==> src/rtl/multicycle_ctrl.sv <==
// multicycle_ctrl: multi-cycle controller for the npc core.
// Sequences fetch -> decode/execute -> load/store, traps on bus errors or a
// stalled access (watchdog), parks on ebreak and strobes retire.
// Optional performance counters: define MULTICYCLE_CTRL_PERF_EN.
module multicycle_ctrl #(
  parameter int unsigned TIMEOUT = 16,
  parameter int unsigned TO_W    = 8,
  parameter int unsigned CNT_W   = 32
) (
  input  logic             clk,
  input  logic             rst,
  input  logic             id_ls,
  input  logic             id_halt,
  input  logic             ifu_rvalid,
  input  logic             ifu_err,
  input  logic             lsu_done,
  input  logic             lsu_err,
  output logic             ifu_req,
  output logic             lsu_req,
  output logic             reg_we,
  output logic             retire,
  output logic             trap,
  output logic [1:0]       trap_cause,
  output logic             halted,
  output logic [2:0]       state_o,
  output logic [CNT_W-1:0] cyc_cnt,
  output logic [CNT_W-1:0] inst_cnt
);

  typedef enum logic [2:0] {
    S_INIT = 3'b000,
    S_IF   = 3'b001,
    S_ID   = 3'b011,
    S_LS   = 3'b010,
    S_TRAP = 3'b100,
    S_HALT = 3'b101
  } state_t;

  localparam logic [1:0] CAUSE_IFU = 2'd1;
  localparam logic [1:0] CAUSE_LSU = 2'd2;
  localparam logic [1:0] CAUSE_TO  = 2'd3;

  // Watchdog is live only with a nonzero limit; last count before the trap.
  localparam bit            TO_EN   = (TIMEOUT != 0);
  localparam logic [TO_W-1:0] TO_LAST = TO_EN ? TO_W'(TIMEOUT - 1) : '0;

  state_t          r_state;
  logic [TO_W-1:0] r_wdog;
  logic            r_trap;
  logic [1:0]      r_cause;
  logic            r_halted;

  logic w_in_if;
  logic w_in_id;
  logic w_in_ls;
  logic w_wdog_last;
  logic w_if_timeout;
  logic w_ls_timeout;
  logic w_id_alu;
  logic w_ls_ok;

  // State decodes and event qualifiers
  assign w_in_if      = (r_state == S_IF);
  assign w_in_id      = (r_state == S_ID);
  assign w_in_ls      = (r_state == S_LS);
  assign w_wdog_last  = TO_EN && (r_wdog == TO_LAST);
  assign w_if_timeout = w_wdog_last && !ifu_err && !ifu_rvalid;
  assign w_ls_timeout = w_wdog_last && !lsu_err && !lsu_done;
  assign w_id_alu     = w_in_id && !id_halt && !id_ls;
  assign w_ls_ok      = w_in_ls && !lsu_err && lsu_done;

  // Requests and write/retire strobes decoded from state and inputs
  assign ifu_req = w_in_if;
  assign lsu_req = w_in_ls || (w_in_id && id_ls && !id_halt);
  assign reg_we  = w_id_alu || w_ls_ok;
  assign retire  = w_id_alu || w_ls_ok;

  assign trap       = r_trap;
  assign trap_cause = r_cause;
  assign halted     = r_halted;
  assign state_o    = r_state;

  // Controller FSM with watchdog and sticky trap/halt status
  always_ff @(posedge clk) begin
    if (rst) begin
      r_state  <= S_INIT;
      r_wdog   <= '0;
      r_trap   <= 1'b0;
      r_cause  <= 2'd0;
      r_halted <= 1'b0;
    end else begin
      case (r_state)
        S_INIT: begin
          r_state <= S_IF;
          r_wdog  <= '0;
        end
        S_IF: begin
          if (ifu_err) begin
            r_state <= S_TRAP;
            r_trap  <= 1'b1;
            r_cause <= CAUSE_IFU;
            r_wdog  <= '0;
          end else if (ifu_rvalid) begin
            r_state <= S_ID;
            r_wdog  <= '0;
          end else if (w_if_timeout) begin
            r_state <= S_TRAP;
            r_trap  <= 1'b1;
            r_cause <= CAUSE_TO;
            r_wdog  <= '0;
          end else if (r_wdog != '1) begin
            r_wdog <= r_wdog + TO_W'(1);
          end
        end
        S_ID: begin
          r_wdog <= '0;
          if (id_halt) begin
            r_state  <= S_HALT;
            r_halted <= 1'b1;
          end else if (id_ls) begin
            r_state <= S_LS;
          end else begin
            r_state <= S_IF;
          end
        end
        S_LS: begin
          if (lsu_err) begin
            r_state <= S_TRAP;
            r_trap  <= 1'b1;
            r_cause <= CAUSE_LSU;
            r_wdog  <= '0;
          end else if (lsu_done) begin
            r_state <= S_IF;
            r_wdog  <= '0;
          end else if (w_ls_timeout) begin
            r_state <= S_TRAP;
            r_trap  <= 1'b1;
            r_cause <= CAUSE_TO;
            r_wdog  <= '0;
          end else if (r_wdog != '1) begin
            r_wdog <= r_wdog + TO_W'(1);
          end
        end
        S_TRAP: begin
          r_state <= S_TRAP;
        end
        S_HALT: begin
          r_state <= S_HALT;
        end
        default: begin
          r_state <= S_INIT;
          r_wdog  <= '0;
        end
      endcase
    end
  end

`ifdef MULTICYCLE_CTRL_PERF_EN
  logic [CNT_W-1:0] r_cyc_cnt;
  logic [CNT_W-1:0] r_inst_cnt;

  // Active-cycle and retired-instruction counters, wrapping
  always_ff @(posedge clk) begin
    if (rst) begin
      r_cyc_cnt  <= '0;
      r_inst_cnt <= '0;
    end else begin
      if (w_in_if || w_in_id || w_in_ls) begin
        r_cyc_cnt <= r_cyc_cnt + CNT_W'(1);
      end
      if (retire) begin
        r_inst_cnt <= r_inst_cnt + CNT_W'(1);
      end
    end
  end

  assign cyc_cnt  = r_cyc_cnt;
  assign inst_cnt = r_inst_cnt;
`else
  assign cyc_cnt  = '0;
  assign inst_cnt = '0;
`endif

endmodule

==> config.mk <==
export PLATFORM = sky130hd
export DESIGN_NAME = multicycle_ctrl
export DESIGN_NICKNAME = d
export VERILOG_FILES = /design/src/rtl/multicycle_ctrl.sv
export SDC_FILE = /design/constraint.sdc
export NUM_CORES = 1
export LEC_CHECK = 0
export BUFFER_PORTS_ARGS = -buffer_cell sky130_fd_sc_hd__buf_2
export CORE_MARGIN = 2
export CORE_UTILIZATION = 44
export DETAILED_ROUTE_END_ITERATION = 10
export GPL_TIMING_DRIVEN = 0
export PLACE_DENSITY = 0.77
export SETUP_SLACK_MARGIN = 0.15
export SYNTH_ARGS = -nofsm -noshare
export SYNTH_HDL_FRONTEND = slang
export SYNTH_SLANG_ARGS = --single-unit
export TNS_END_PERCENT = 50
==> constraint.sdc <==
create_clock -name clk -period 2.1 [get_ports clk]
set_input_delay 0.42 -clock clk [delete_from_list [all_inputs] [get_ports clk]]
set_output_delay 0.42 -clock clk [all_outputs]
set_load 0.005 [all_outputs]
[Word-level counts from Yosys, hierarchy flattened]
Cells that the tools add are included.
Storage, ports and cells
  bits in registers: 15
  latch bits: 0
  memory bits (writable): 0
  memory bits (read-only): 0
  input bits: 8
  output and inout bits: 75
  logic and storage cells: 74
  memories: 0
Cells by class
  add/subtract/negate cells: 1
  multiply operators: 0
  div/mod/pow operators: 0
  $lt $le $gt $ge: 0
  equal/unequal tests: 13
  shift-type cells: 0
  multiplexer cells: 31
  bitwise operators: 0
  reduce and logical (&&, ||, !) cells: 24
Operators by type and width (number)
  $mux 8: 7
  $pmux 8 s3: 1
  $mux 3: 7
  $pmux 3 s6: 1
  $mux 2: 7
  $logic_and 1x1->1: 10
  $add 8x1->8 const B: 1
  $eq 8x4->1 const B: 1
  $ne 4x3->1 const B: 2
  $ne 8x8->1 const B: 1
  $eq 3x2->1 const B: 2
  $eq 3x3->1 const B: 2
  $logic_not 1->1: 6
  $mux 1: 6
  $ne 3x2->1 const B: 2
  $ne 3x3->1 const B: 2
  $reduce_and 5->1: 1
  $pmux 2 s2: 1
  $reduce_and 2->1: 2
  $eq 3x1->1 const B: 1
  $logic_not 3->1: 1
  $logic_or 1x1->1: 2
  $pmux 1 s2: 1
  $reduce_bool 2->1: 1
  $reduce_or 2->1: 1

[Longest topological paths before layout]
Gate-level depths: netlist of run 1.
  depth in word-level cells: 7
  depth in mapped cells: 6
  mapped depth without buffers: 5

[Worst setup path after synthesis of run 1]
Ideal clock, no wire load.
  path kind: reg2out
  from: register r_state[2], in the netlist state_o[2]
  to: output retire
  arrival: 1.288 ns
  required time: 1.680 ns
  setup slack: 0.392 ns
  stages on the path, launching flop included: 6
  cells stage by stage: dfxtp_1 > buf_4 > nor4b_1 > nand2_1 > o21ai_0 > buf_4
On the way
  word-level cells in the longest chain between the ends: 4
  elaborated cells between the ends (all ways): 7
  those cells by class: 2 x eq/ne; 5 x reduce/logical
Ends and longest elaborated chain
  start: declaration: RTL line 47  | state_t r_state;
  start signal: assignment: RTL line 86  | r_state <= S_INIT;
  start signal: assignment: RTL line 94  | r_state <= S_IF;
  start signal: assignment: RTL line 99  | r_state <= S_TRAP;
  $eq 3x2->1, on equally long branches: RTL line 64, 65
  $logic_and 1x1->1, on equally long branches (2 in series): RTL line 69, 70
  $logic_or 1x1->1 (*)
  end: declaration: RTL line 21  | output logic retire,
Every way passes the cells marked *; elsewhere a longest branch is shown, timed or not.

[Worst setup path after layout of run 1]
  from: register r_state[2], in the netlist state_o[2]
  to: output retire
On the way
  word-level cells in the longest chain between the ends: 4
  elaborated cells between the ends (all ways): 7
  those cells by class: 2 x eq/ne; 5 x reduce/logical
Ends and longest elaborated chain
  $eq 3x2->1, on equally long branches: RTL line 64, 65
  $logic_and 1x1->1, on equally long branches (2 in series): RTL line 69, 70
  $logic_or 1x1->1 (*): RTL line 76  | assign retire = w_id_alu || w_ls_ok;
Marked as above.

==> results of run 1 <==
-- report_power, final --
part / leakage, uW / internal [uW] / switching [uW] / total [uW]
sequential: 0.000123 / 306 / 17.4 / 323
clock: 0.0000177 / 70.9 / 106 / 176
combinational: 0.000870 / 167 / 147 / 314
total: 0.00101 / 544 / 270 / 814
-- worst max-delay path by stage --
stage                from   endpoint
2_1_floorplan  state_o[2]     retire
6_report       state_o[2]     retire
4_1_cts        state_o[2]     retire
3_3_place_gp      ifu_err  r_wdog[2]
5_1_grt        state_o[2]     retire
3_5_place_dp      ifu_err  r_wdog[2]
-- Yosys cell counts, types with 2 or more instances --
library cell,n,area [um^2]
nor3b_1,3,22.52
nor3_1,4,20.02
o2bb2ai_1,2,17.52
buf_4,66,495.5
a211oi_1,4,30.03
a31oi_1,4,25.02
nor2_1,9,33.78
or3_1,2,12.51
a21oi_1,7,35.03
o311ai_1,2,17.52
nand2_1,7,26.28
inv_1,5,18.77
clkbuf_1,2,7.510
dfxtp_1,15,300.3
o21ai_0,4,20.02
nor4_1,2,12.51
nand2b_1,4,25.02
nor2b_1,2,12.51
o21a_1,2,15.01
nand3_1,4,20.02
-- cells by family (layout without fill, tap and decap cells) --
group                      count (synthesis)  in the layout
buffers and inverters                     74            102
AOI/OAI and AO/OA                         36             36
and+or+nand+nor                           43             43
muxes                                      1              1
DFF                                       15             15
other                                      1             64
xor gates and xnor gates                   1              1
adders and majority gates                  1              1
-- cells in the final DEF, fill, tap and decap left out, types with 3 or more instances in the layout --
cell and instances:
buf_4 70, conb_1 64, buf_2 18, dfxtp_1 12, nor2_1 8, nand2_1 7
a21oi_1 7, inv_1 5, nand2b_1 4, nand3_1 4, nor3_1 4, a31oi_1 4
a211oi_1 4, buf_6 3, nor3b_1 3, o21ai_0 3, clkbuf_4 3, dfxtp_2 3
-- worst max-delay path, cell delays in order (launching register included) --
cell and delay [ps]:
dfxtp_2 340, buf_6 120, nor4b_4 310, nand2_1 130, o21ai_2 90, buf_4 130, buf_6 80
-- registers in the layout, indices dropped and copies added (netlist names) --
| name | count |
|---|---|
| halted | 1 |
| r_wdog | 8 |
| state_o | 3 |
| trap | 1 |
| trap_cause | 2 |
-- layout make-up --
class | count | area, um^2 | area share
plain buffers | 69 | 518.0 | 0.2756
clock buffers | 3 | 22.52 | 0.01198
clock inverters | 1 | 5.005 | 0.002663
inverters | 5 | 18.77 | 0.009987
multi-input cells | 146 | 817.0 | 0.4348
flip-flops and latches | 15 | 304.0 | 0.1618
well taps | 44 | 55.05 | 0.02929
repair buffers | 24 | 138.9 | 0.07390
-- per-layer routing --
metal,track usage,wire length (um),part of all wire,vias up
met5,0,0,0,-
met4,0.02857,10,0.0037,0
met3,0.04978,234,0.087,2
met2,0.2252,1304,0.48,50
met1,0.1880,1150,0.43,553
li1,-,-,-,660
-- what timing repair did --
action,CTS,global route
buffers inserted,0,5
pin swaps,1,2
gates cloned,0,1
resized for setup,6,6
endpoints found under the setup margin,3,4
-- stage by stage --
step	power [uW]	worst slack [ps]	util	instance area [um^2]	std cells
after global placement	604.1	123.2	0.5835	1767	297
after floorplan	551.1	392.2	-	1622	235
after detailed placement	605.9	144.0	0.5835	1767	297
after global routing	867.7	113.5	0.6207	1879	307
after CTS	791.8	154.1	0.5992	1814	301
final	813.8	183.6	0.6207	1879	307
==> results_dict.tcl, run 1 <==
set metrics [dict create \
    status "finished clean" \
    synth_top_family_by_area "buffers and inverters" \
    synthFlopType "dfxtp_1" \
    finalCriticalPeriod_ps 1916 \
    place.gp.congestion 0.8319 \
    die_x_um 60.11 \
    final_hold_viol_count 0 \
    firstDrtPassIters 4 \
    reg2reg_from "state_o[1]" \
    maxSlewViolCount 0 \
    ys_ff_latch 15 \
    cts_buffers 3 \
    syn_area_per_cell_um2 8.053 \
    synthMuxAreaShare 0.007227 \
    final_net_count 273 \
    syn_to_final_growth_pct 35.68 \
    min_from "rst" \
    die-area_um2 3613 \
    clock-skew-final_ps 10.73 \
    row_count 20 \
    setup_viol 0 \
    rr_endpoint "r_wdog[2]" \
    synth-async-reset-ratio 0 \
    die_h_um 60.11 \
    maxCapViolCount 0 \
    grt_pass1_wl_um 3939 \
    htreeDepth 1 \
    drc 0 \
    timing.critical_path.fanout_max 3 \
    ctsHoldBuffers 0 \
    hold_class "in2reg" \
    drive_above_1_share 0.4030 \
    grt_pass1_vias 899 \
    wl_um 2699 \
    io_pins 83 \
    yosys.area_share.adder 0.009033 \
    drt_iter0_drc 42 \
    worstRegToRegCells 4 \
    dpl.hpwl_um 2058 \
    initial_core_util 0.4574 \
    rsz0062_at_grt "true" \
    whs_ps 381.3 \
    relSlewSlack 0.6358 \
    drt-vias-per-instance 4.121 \
    path_class "reg2out" \
    antenna_cells 0 \
    ys_seq_area_frac 0.2168 \
    synth_compound_area_frac 0.2042 \
    avgRoutedWirePerCell_um 8.792 \
    netlist_area_um2 1385 \
    hold_path_depth 2 \
    tns_ps 0 \
    critical_path.endpoint_type "output pin" \
    coreArea_um2 3028 \
    clk_latency_ps 300 \
    track_usage 0.1427 \
    synth-simple-area-share 0.1689 \
    cp.required_ps 1680 \
    yosys_warnings 0 \
    synth_xor_area_frac 0.006323 \
    tightest_slew_ps 546.3 \
    nFillCells 298 \
    clkSinkCount 15 \
    hold_end "r_wdog[4]" \
    crit_path_start_kind "flip-flop" \
    ir_drop_v 0.0003006 \
    grt_antenna_before_repair 0 \
    fmax_ghz 0.5218 \
    num_vias 1265 \
    p_leak_uw 0.001011 \
    clockBufferDepth 2 \
    r2r_slack_ps 260 \
    clk_pin_slew_ps 110 \
    p_per_area_nw_per_um2 433.1 \
    tritoncts "done" \
    portBuffers 18 \
    syn_inst 172 \
    grt-ovfl-total 0 \
    cts-root-buf "clkbuf_4" \
    synth-edff-count 0 \
    period_share 0.9126 \
    drtAntennaViolNets 0 \
    crit_arrival_ps 1500 \
    yosys.cell_types.count 42 \
    grt_max_degree 11 \
]
Note: power is estimated with default switching activity, not from simulation.
==> inputs of run 2 (changes only) <==
clock period = 2.2 ns   (was 2.1 ns; I/O delays follow)
==> results_dict.tcl, run 2 (same netlist as run 1, synthesis figures left out) <==
set metrics [dict create \
    status "finished clean" \
    final_cell_mix "67 x buf_4, 64 x conb_1, 18 x buf_2" \
    cp.depth 6 \
    tns_ps 0 \
    maxSlewViolCount 0 \
    grt_max_degree 11 \
    largest_reg_flops 8 \
    timing.critical_path.fanout_max 10 \
    clk_pin_slew_ps 110 \
    clkSinkCount 15 \
    grt_pass1_vias 899 \
    crit_arrival_ps 1490 \
    num_vias 1214 \
    min_from "rst" \
    row_count 20 \
    placed_cells 297 \
    syn_to_final_growth_pct 32.16 \
    setup_viol 0 \
    crit_family "simple AND/OR/NAND/NOR gates" \
    die-area_um2 3613 \
    relSlewSlack 0.6338 \
    cpMostUsedCell "buf_4" \
    cp_cell_sequence "buf_4, nor4b_4, nand2_1, o21ai_2, buf_4, buf_2" \
    layout_commonest_cell "buf_4" \
    rsz0062_at_grt "false" \
    clk_latency_ps 300 \
    ctsHoldBuffers 0 \
    cts_buffers 3 \
    crit_buf_inv 3 \
    die_h_um 60.11 \
    final_hold_viol_count 0 \
    crit_path_start_kind "flip-flop" \
    avgRoutedWirePerCell_um 8.503 \
    drt_iter0_drc 37 \
    drt-vias-per-instance 4.020 \
    coreArea_um2 3028 \
    finalPower_uw 753.2 \
    critical_path.endpoint_type "output pin" \
    cp.required_ps 1760 \
    rr_endpoint "r_wdog[2]" \
    cts-root-buf "clkbuf_4" \
    reg2reg_from "state_o[1]" \
    track_usage 0.1427 \
    finalCriticalPeriod_ps 1926 \
    final_net_count 268 \
    instances_no_fill 302 \
    p_leak_uw 0.0009839 \
    path_class "reg2out" \
    setup.worst_path.end "retire" \
    antenna_cells 0 \
    place.gp.congestion 0.8319 \
    drc 0 \
    drtAntennaViolNets 0 \
    grt_pass1_wl_um 3939 \
    die_x_um 60.11 \
    grt-ovfl-total 0 \
    p_per_area_nw_per_um2 411.5 \
    maxCapViolCount 0 \
    fin_util 0.6045 \
    hold_class "in2reg" \
    max_flop_register "r_wdog" \
    r2r_slack_ps 360 \
    slowest_delay_ps 320 \
    ir_drop_v 0.0002843 \
    clock-skew-final_ps 13.93 \
    tritoncts "done" \
    portBuffers 18 \
    drive_above_1_share 0.3837 \
    period_share 0.8754 \
    startpoint "state_o[2]" \
    io_pins 83 \
    critPathSlowestCell "dfxtp_1" \
    tightest_slew_ps 549.3 \
    grt_antenna_before_repair 0 \
    clockBufferDepth 2 \
    initial_core_util 0.4574 \
    fmax_ghz 0.5193 \
    firstDrtPassIters 4 \
    wl_um 2568 \
    htreeDepth 1 \
    nFillCells 304 \
    dpl.hpwl_um 2058 \
    worstRegToRegCells 4 \
]
[run 2: changes by cell type in the layout (fill, tap and decap cells not counted)]
cell	before	now
buf_4	70	67
buf_6	3	1
dfxtp_1	12	13
dfxtp_2	3	2
nor2_1	8	9
nor2_2	1	0
[run 2: stage by stage]
stage | hold slack [ps] | instance area [um^2] | worst slack (ps)
final | 402.2 | 1831 | 274.2
after global routing | 405.2 | 1831 | 172.0
after CTS | 390.5 | 1814 | 154.0
after detailed placement | 451.6 | 1767 | 224.0
after global placement | 448.2 | 1767 | 203.2
after floorplan | 460.5 | 1622 | 472.2
[run 2: final cells by class]
class	instances	area (um^2)	area share
flip-flops and latches	15	302.8	0.1654
multi-input cells	146	814.5	0.4450
repair buffers	19	97.59	0.05331
clock inverters	1	5.005	0.002734
plain buffers	69	514.2	0.2809
inverters	5	18.77	0.01025
clock buffers	3	22.52	0.01230
well taps	44	55.05	0.03008
[run 2: routing by layer]
layer | vias up | GRT usage | wire [um]
met4 | 0 | 0.02857 | 10
met5 | - | 0 | 0
met3 | 2 | 0.04978 | 214
li1 | 647 | - | -
met2 | 43 | 0.2252 | 1221
met1 | 522 | 0.1880 | 1122
[run 2: power breakdown]
group / switching (uW) / internal, uW / leakage, uW
Clock: 101 / 67.7 / 0.0000177
Sequential: 15.1 / 291 / 0.000123
Combinational: 134 / 145 / 0.000844
Total: 250 / 504 / 0.000984
[run 2: what timing repair did]
action	CTS	global route
pin swaps	0	1
setup buffers	0	1
endpoints found under the setup margin	2	2
gates resized for setup	5	3
[run 2: how the worst min path moves through the flow]
stage                          endpoint  slack (ps)  cells past startpoint
after floorplan                  halted         460                      2
after global placement           halted         450                      2
after detailed placement  trap_cause[1]         450                      1
after CTS                     r_wdog[4]         390                      2
after global routing          r_wdog[4]         410                      2
final                         r_wdog[4]         400                      2
